`config.mk`:
```
export PLATFORM = sky130hd
export DESIGN_NAME = cruce_scheduler
export DESIGN_NICKNAME = d
export VERILOG_FILES = /design/src/rtl/cruce_scheduler.sv
export SDC_FILE = /design/constraint.sdc
export NUM_CORES = 1
export LEC_CHECK = 0
export CAP_MARGIN = 20
export CORE_AREA = 2 2 39 41
export CTS_CLUSTER_DIAMETER = 200
export DETAILED_ROUTE_END_ITERATION = 12
export DIE_AREA = 0 0 41 43
export PLACE_DENSITY = 0.73
export SKIP_LAST_GASP = 1
export SYNTH_ARGS = -nofsm -noshare
export SYNTH_HDL_FRONTEND = slang
export SYNTH_SLANG_ARGS = --single-unit
```
`constraint.sdc`:
```
create_clock -name CLK -period 3 [get_ports CLK]
set_input_delay 0.6 -clock CLK [delete_from_list [all_inputs] [get_ports CLK]]
set_output_delay 0.6 -clock CLK [all_outputs]
set_load 0.01 [all_outputs]
```
`src/rtl/cruce_scheduler.sv`:
```
// -----------------------------------------------------------------------------
// cruce_scheduler
// Moore-style scheduler for a two-street intersection. Streets A and B share
// the crossing through green -> yellow -> all-red phases. A per-state dwell
// counter enforces a minimum green (when the opposite street waits and the own
// street is idle), a maximum green (when both streets request), and a fixed
// yellow time. The all-red phase always lasts exactly one cycle.
//
// Ports:
//   CLK    in   1   system clock, rising-edge active
//   reset  in   1   asynchronous active-low reset
//   A      in   1   car waiting on street A (level)
//   B      in   1   car waiting on street B (level)
//   LA     out  2   street A light: 00 green, 01 yellow, 10 red
//   LB     out  2   street B light, same encoding
//   SP     out  3   present state
//   SF     out  3   next state (combinational from SP, cnt, A, B)
//   cnt    out  CW  cycles already spent in the present state (saturating)
// -----------------------------------------------------------------------------
module cruce_scheduler #(
    parameter int GREEN_MIN = 5,
    parameter int GREEN_MAX = 15,
    parameter int YELLOW    = 2,
    parameter int CW        = 4
) (
    input  logic          CLK,
    input  logic          reset,
    input  logic          A,
    input  logic          B,
    output logic [1:0]    LA,
    output logic [1:0]    LB,
    output logic [2:0]    SP,
    output logic [2:0]    SF,
    output logic [CW-1:0] cnt
);

    typedef enum logic [2:0] {
        A_GREEN  = 3'b000,
        A_YELLOW = 3'b001,
        RED_AB   = 3'b010,
        B_GREEN  = 3'b011,
        B_YELLOW = 3'b100,
        RED_BA   = 3'b101
    } state_t;

    localparam logic [1:0] L_GREEN  = 2'b00;
    localparam logic [1:0] L_YELLOW = 2'b01;
    localparam logic [1:0] L_RED    = 2'b10;

    // Thresholds expressed as "cnt value on the last cycle of the dwell".
    localparam logic [CW-1:0] GMIN_LAST = CW'(GREEN_MIN - 1);
    localparam logic [CW-1:0] GMAX_LAST = CW'(GREEN_MAX - 1);
    localparam logic [CW-1:0] YEL_LAST  = CW'(YELLOW - 1);
    localparam logic [CW-1:0] CNT_TOP   = {CW{1'b1}};

    logic a_yield_s;
    logic b_yield_s;
    logic yel_done_s;

    // Saturating increment: an idle green rests forever without wrapping.
    function automatic logic [CW-1:0] sat_inc(input logic [CW-1:0] v);
        if (v == CNT_TOP) begin
            sat_inc = CNT_TOP;
        end else begin
            sat_inc = v + {{(CW-1){1'b0}}, 1'b1};
        end
    endfunction

    // Yield conditions for each green and the yellow completion flag.
    always_comb begin
        a_yield_s  = B && ((!A && (cnt >= GMIN_LAST)) || (cnt >= GMAX_LAST));
        b_yield_s  = A && ((!B && (cnt >= GMIN_LAST)) || (cnt >= GMAX_LAST));
        yel_done_s = (cnt == YEL_LAST);
    end

    // Next-state decode; illegal codes fall into RED_BA to recover via A_GREEN.
    always_comb begin
        SF = SP;
        case (SP)
            A_GREEN: begin
                if (a_yield_s) begin
                    SF = A_YELLOW;
                end else begin
                    SF = A_GREEN;
                end
            end
            A_YELLOW: begin
                if (yel_done_s) begin
                    SF = RED_AB;
                end else begin
                    SF = A_YELLOW;
                end
            end
            RED_AB:  SF = B_GREEN;
            B_GREEN: begin
                if (b_yield_s) begin
                    SF = B_YELLOW;
                end else begin
                    SF = B_GREEN;
                end
            end
            B_YELLOW: begin
                if (yel_done_s) begin
                    SF = RED_BA;
                end else begin
                    SF = B_YELLOW;
                end
            end
            RED_BA:  SF = A_GREEN;
            default: SF = RED_BA;
        endcase
    end

    // Moore light decode from the present state only; anything unknown is red.
    always_comb begin
        LA = L_RED;
        LB = L_RED;
        case (SP)
            A_GREEN:  begin LA = L_GREEN;  LB = L_RED;    end
            A_YELLOW: begin LA = L_YELLOW; LB = L_RED;    end
            B_GREEN:  begin LA = L_RED;    LB = L_GREEN;  end
            B_YELLOW: begin LA = L_RED;    LB = L_YELLOW; end
            default:  begin LA = L_RED;    LB = L_RED;    end
        endcase
    end

    // State register and dwell counter; counter restarts on every state change.
    always_ff @(posedge CLK or negedge reset) begin
        if (!reset) begin
            SP  <= A_GREEN;
            cnt <= {CW{1'b0}};
        end else begin
            SP <= SF;
            if (SF != SP) begin
                cnt <= {CW{1'b0}};
            end else begin
                cnt <= sat_inc(cnt);
            end
        end
    end

endmodule
```
==> results.md, run 1 <==
- Synthesized area: 493 um^2
- CTS Sinks: 7
- Avg Inst Size Synth: 8.96 um^2
- CP Data Arrival Time: 2.32 ns
- Hold Vio Cnt, Final: 0
- Relative slew slack: 75.1%
- Post-synth cell types: 24
- Via/cell ratio: 5.11
- Net count after synthesis: 61
- Area leader, netlist: dfrtp_1
- Clk_lat worst skew: 0.25 ns
- Met2 Routed Length: 532 um
- Seq cells post-synth: 7
- Syn Inst Count: 55
- Ys flop type: dfrtp_1
- Rows: 14
- R2R Setup Slk: 1.44 ns
- Status: finished, final reports clean
- Minimum clock period after layout: 2.92 ns
- Diodes inserted: 0
- Critical Path Sink Type: output pin
- Sequential power share: 29.3%
- Synth top area share: 35.5%
- Port Buffers: 17
- Critical Path Most Common Cell: clkdlybuf4s50_1
- IO Count: 18
- Fin nets: 80
- Net Sw Frac: 42.0%
- CTS tree: done
- Worst setup path start: A
- Detail Placement HPWL: 771 um
- First-pass GRT wire length: 1.56 mm
- Clock slew at reported path FFs: 0.05 ns
- Crit path buf inv count: 2
- Pwr dens: 1130 nW/um^2
- Hold path start: cnt[0]
- Clk network pwr share: 10.8%
- RSZ-0062 raised after global routing: yes
- Cell family with most CP delay: buffers and inverters
- Total of fill cells in the finished design: 135
- Synth Warn #: 0
- Final Wtd Congestion: 0.668
- Async SR Flop Fraction: 100%
- Vias in the first global route: 368
- Lkg Pwr: 0.297 nW
- WP depth: 6
- Antenna violations before repair: 0
- CTS Root Buffer Type: clkbuf_4
- Worst hold stages: 1
- Final Skew: 0.00598 ns
- Worst Tran Pin Value: 0.374 ns
- Gate power share: 59.9%
- Util after Layout: 49.9%
- Pwr Total: 0.779 mW
- Max cap viols: 0
- Setup CP Type: input pin to output pin
- Synth area leaders: dfrtp_1 36%, a21oi_1 6.1%, nor2_1 6.1%
- Resize count post-CTS: 0
- Drt first pass iters: 4
- # setup viols final: 0
- Post-synth EDFFs: 0
- Highest routed layer: met4
- Die W: 41 um
- Antenna Nets Post-Route: 0
- Initial Util: 35.6%
- CP max stage delay: 0.50 ns
- Core area: 1380 um^2
- TritonCTS buffer count: 3
- NetSw: 0.327 mW
- Via count: 455
- Largest net degree at the start of global routing: 12
- Peak supply drop: 0.000403 V
- # H-tree levels: 1
- CP Launch Type: input pin
- Final Max Tran Viols: 0
- Worst-path cell chain: clkdlybuf4s50_1 > o21bai_2 > nand2_1 > a2111oi_1 > a211oi_1 > clkdlybuf4s50_1
- Final Cycle Share: 97.3%
- Met3 WL: 32 um
- Die Ht: 43 um
- FF-to-FF path depth: 4
- Worst endpoint required time: 2.40 ns
- Cts hold-fix bufs: 0
- M1 WL: 457 um
- Max Buffers Root-to-Sink: 2
- Total grt overflow: 0
- Most common cell in the netlist: nor2_1
- Post-synth top cells: 8 x nor2_1, 7 x dfrtp_1, 6 x a21oi_1, 6 x nand2_1, 4 x inv_1
- Max Clock Freq: 0.343 GHz
- Die Footprint: 1760 um^2
- Final WL: 1.06 mm
- Area growth syn-to-layout: 40.1%
- Wire per inst: 11.9 um
- DRT iter0 DRCs: 11
- Internal: 0.452 mW
- GRT Total Usage: 13.2%
- Post-synthesis sequential area ratio: 35.5%
- Layout cell share with drive strength beyond 1: 16.4%
- Slowest-stage cell, CP: clkdlybuf4s50_1
- Crit Path Max Fanout: 3
- Worst r2r src: cnt[2]
- Setup TNS: 0 ns
- Setup bufs post-CTS: 0
- Hold/Removal Path Class: register to register
- DRC viols: 0
-- flip-flops by register name, summed over array words and instances (netlist names) --
name	cells
cnt	4
SP	3
-- cells by family (layout without fill, tap and decap cells) --
| group | after synthesis | in the layout | share of synthesized area, % |
|---|---|---|---|
| AND/OR/NAND/NOR | 22 | 22 | 24.4 |
| flip-flops | 7 | 7 | 35.5 |
| buffers and inverters | 7 | 25 | 8.37 |
| multiplexers | 1 | 1 | 2.28 |
| adder cells (fa/ha/maj) | 2 | 2 | 5.08 |
| AO/OA/AOI/OAI | 16 | 16 | 24.4 |
-- metrics by stage --
stage	area (um^2)	instances	worst slack [ns]	hold WS, ns
floorplan	493	55	1.01	0.304
global placement	657	85	0.0727	0.546
detailed placement	657	85	0.0727	0.562
CTS	683	89	0.0517	0.569
global route	691	89	-0.0107	0.605
finish	691	89	0.0804	0.565
-- layout by cell type, fill, tap and decap left out --
| cell type | synthesis | routed |
|---|---|---|
| clkbuf_4 | 0 | 3 |
| a32oi_2 | 1 | 1 |
| or2_2 | 1 | 1 |
| a2111oi_1 | 0 | 1 |
| dfrtp_1 | 7 | 7 |
| nor3_2 | 1 | 1 |
| nand2_1 | 6 | 6 |
| nor3b_4 | 1 | 1 |
| nand3_1 | 2 | 2 |
| o21bai_2 | 1 | 1 |
| ha_1 | 2 | 2 |
| a211o_1 | 1 | 1 |
| nor2_1 | 8 | 8 |
| nand3_2 | 1 | 1 |
| dlymetal6s2s_1 | 0 | 1 |
| mux2_2 | 1 | 1 |
| and3_1 | 1 | 1 |
| a211oi_1 | 3 | 3 |
| nand2b_1 | 1 | 1 |
| clkbuf_1 | 1 | 1 |
| clkdlybuf4s50_1 | 0 | 16 |
| a31oi_1 | 1 | 1 |
| a21o_2 | 1 | 1 |
| a21oi_1 | 6 | 5 |
| o21bai_1 | 1 | 1 |
| a21oi_2 | 0 | 1 |
| inv_1 | 4 | 4 |
-- layout make-up --
class	instances	area (um^2)	share of cell area, %
clock buffer	4	26.3	3.80
inverter	4	15.0	2.17
multi-input combinational	41	282	40.8
sequential	7	175	25.4
tap	16	20.0	2.90
timing repair buffer	17	173	25.0
-- final timing paths --
kind,end
min reg2reg,cnt[0]
max in group asynchronous,SP[2]
max,SF[0]
min,cnt[0]
min in group asynchronous,cnt[0]
max reg2reg,cnt[3]
-- metal layers --
layer / GRT usage [%] / vias to the layer above
met3: 1.57 / 4
met1: 16.2 / 213
li1: - / 228
met5: 0 / -
met2: 19.7 / 10
met4: 10.0 / 0
-- power groups by stage --
stage / Sequential (mW) / Clock, mW / Combinational [mW]
finish: 0.228 / 0.0843 / 0.466
global route: 0.239 / 0.0919 / 0.510
CTS: 0.229 / 0.0880 / 0.470
detailed placement: 0.230 / 0 / 0.468
global placement: 0.229 / 0 / 0.467
floorplan: 0.201 / 0 / 0.288
Power figures use the tool's default switching activity.
==> run 2, diff against run 1 <==
- REMOVE_ABC_BUFFERS: default -> 1
==> results.md, run 2 (same netlist as run 1, synthesis figures left out) <==
- GRT Total Usage: 13.8% (was 13.2%)
- Util after Layout: 50.5% (was 49.9%)
- Total grt overflow: 0 (unchanged)
- GRT met3 Usage: 3.14% (was 1.57%)
- Area growth syn-to-layout: 41.9% (was 40.1%)
- Rows: 14 (unchanged)
- RSZ-0062 raised after global routing: yes (unchanged)
- Minimum clock period after layout: 2.95 ns (was 2.92 ns)
- Via/cell ratio: 5.01 (was 5.11)
- # setup viols final: 0 (unchanged)
- Relative slew slack: 73.9% (was 75.1%)
- First-pass GRT wire length: 1.67 mm (was 1.56 mm)
- Minimum hold slack: 0.557 ns (was 0.565 ns)
- Resize count post-CTS: 0 (unchanged)
- Detail Placement HPWL: 791 um (was 771 um)
- Pwr dens: 1140 nW/um^2 (was 1130 nW/um^2)
- Worst Tran Pin Value: 0.391 ns (was 0.374 ns)
- Hold Vio Cnt, Final: 0 (unchanged)
- Status: finished, final reports clean (unchanged)
- CTS tree: done (unchanged)
- Setup TNS: 0 ns (unchanged)
- Hold/Removal Path Class: register to register (unchanged)
- Core area: 1380 um^2 (unchanged)
- Peak supply drop: 0.000391 V (was 0.000403 V)
- CTS Root Buffer Type: clkbuf_4 (unchanged)
- TritonCTS buffer count: 3 (unchanged)
- DRC viols: 0 (unchanged)
- Final Cycle Share: 98.4% (was 97.3%)
- Cts hold-fix bufs: 0 (unchanged)
- Worst-path cell chain: clkdlybuf4s50_1 > o21bai_1 > a21oi_1 > a211oi_1 > clkdlybuf4s50_1 (was clkdlybuf4s50_1 > o21bai_2 > nand2_1 > a2111oi_1 > a211oi_1 > clkdlybuf4s50_1)
- Sequential power share: 28.8% (was 29.3%)
- Clock slew at reported path FFs: 0.05 ns (about the same)
- Setup CP Type: input pin to output pin (unchanged)
- Max cap viols: 0 (unchanged)
- DRT iter0 DRCs: 3 (was 11)
- Cell family with most CP delay: buffers and inverters (unchanged)
- Crit Path Max Fanout: 3 (unchanged)
- Diodes inserted: 0 (unchanged)
- Max reg flops: 4 (unchanged)
- Drt first pass iters: 2 (was 4)
- Slowest-stage cell, CP: clkdlybuf4s50_1 (unchanged)
- CP max stage delay: 0.60 ns (was 0.50 ns)
- Setup bufs post-CTS: 0 (unchanged)
- Die Ht: 43 um (unchanged)
- CP Data Arrival Time: 2.35 ns (was 2.32 ns)
- Layer carrying the most global-route usage: met2 (unchanged)
- # H-tree levels: 1 (unchanged)
- Fin nets: 82 (was 80)
- Clk_lat worst skew: 0.24 ns (was 0.25 ns)
- Wire per inst: 11.6 um (was 11.9 um)
- Final Max Tran Viols: 0 (unchanged)
- Clk network pwr share: 10.5% (was 10.8%)
- Internal: 0.467 mW (was 0.452 mW)
- Port Buffers: 17 (unchanged)
- Antenna violations before repair: 0 (unchanged)
- Die W: 41 um (unchanged)
- Largest reg by FF count: cnt (unchanged)
- Commonest non-fill, non-tap cell in the layout: clkdlybuf4s50_1 (unchanged)
- Critical Path Sink Type: output pin (unchanged)
- Final Skew: 0.00272 ns (was 0.00598 ns)
- Antenna Nets Post-Route: 0 (unchanged)
- Lkg Pwr: 0.298 nW (was 0.297 nW)
- Biggest regs: cnt x4, SP x3 (unchanged)
- Via count: 456 (was 455)
- Max Buffers Root-to-Sink: 2 (unchanged)
- Crit path buf inv count: 2 (unchanged)
- Gate power share: 60.8% (was 59.9%)
- Final WL: 1.05 mm (was 1.06 mm)
- Final Wtd Congestion: 0.756 (was 0.668)
- Initial Util: 35.6% (unchanged)
- Met2 Usage GRT: 21.6% (was 19.7%)
- R2R Setup Slk: 1.39 ns (was 1.44 ns)
- Max Clock Freq: 0.339 GHz (was 0.343 GHz)
- Commonest cells after routing, fill and taps aside: 17 x clkdlybuf4s50_1, 8 x nor2_1, 7 x dfrtp_1, 6 x a21oi_1, 6 x nand2_1 (was 16 x clkdlybuf4s50_1, 8 x nor2_1, 7 x dfrtp_1, 6 x nand2_1, 5 x a21oi_1)
- Largest net degree at the start of global routing: 12 (unchanged)
- Critical Path Most Common Cell: clkdlybuf4s50_1 (unchanged)
- Worst endpoint required time: 2.40 ns (about the same)
- NetSw: 0.329 mW (was 0.327 mW)
- Vias in the first global route: 411 (was 368)
- IO Count: 18 (unchanged)
- Layout cell share with drive strength beyond 1: 17.3% (was 16.4%)
- CP Launch Type: input pin (unchanged)
- M1 GR Usage: 17.2% (was 16.2%)
- Net Sw Frac: 41.4% (was 42.0%)
- CTS Sinks: 7 (unchanged)
- Die Footprint: 1760 um^2 (unchanged)
==> run 2: area by class of cell <==
cell class / count / area [um^2]
clock buffer: 4 / 26.3
fill: 133 / 684
inverter: 4 / 15.0
multi-input combinational: 41 / 278
sequential: 7 / 175
tap: 16 / 20.0
timing repair buffer: 19 / 185
==> run 2: per-layer routing <==
layer  up-vias  wire [um]
met2        13        525
met4         0          0
met1       208        476
met3         0         51
met5         -          0
li1        235          -
==> run 2: path summary, 6_finish.rpt <==
check | startpoint | cells past startpoint | to
min in group asynchronous | reset | 1 | cnt[3]
max in group asynchronous | reset | 1 | SP[2]
min | cnt[0] | 1 | cnt[0]
max reg2reg | cnt[1] | 7 | SP[0]
max | B | 5 | SF[0]
min reg2reg | cnt[0] | 1 | cnt[0]
==> run 2: power by group through the flow <==
| stage | Combinational, mW | Clock [mW] | Sequential [mW] |
|---|---|---|---|
| floorplan | 0.233 | 0 | 0.231 |
| global placement | 0.482 | 0 | 0.228 |
| detailed placement | 0.485 | 0 | 0.229 |
| CTS | 0.487 | 0.0891 | 0.228 |
| global route | 0.542 | 0.0973 | 0.238 |
| finish | 0.484 | 0.0832 | 0.229 |
==> run 2: stage by stage <==
step	area [um^2]	power (mW)	std cells	setup WS, ns
detailed placement	672	0.714	87	0.0851
floorplan	467	0.463	52	1.01
CTS	698	0.804	91	0.0759
finish	699	0.796	91	0.0471
global placement	672	0.710	87	0.0701
global route	699	0.877	91	-0.0146
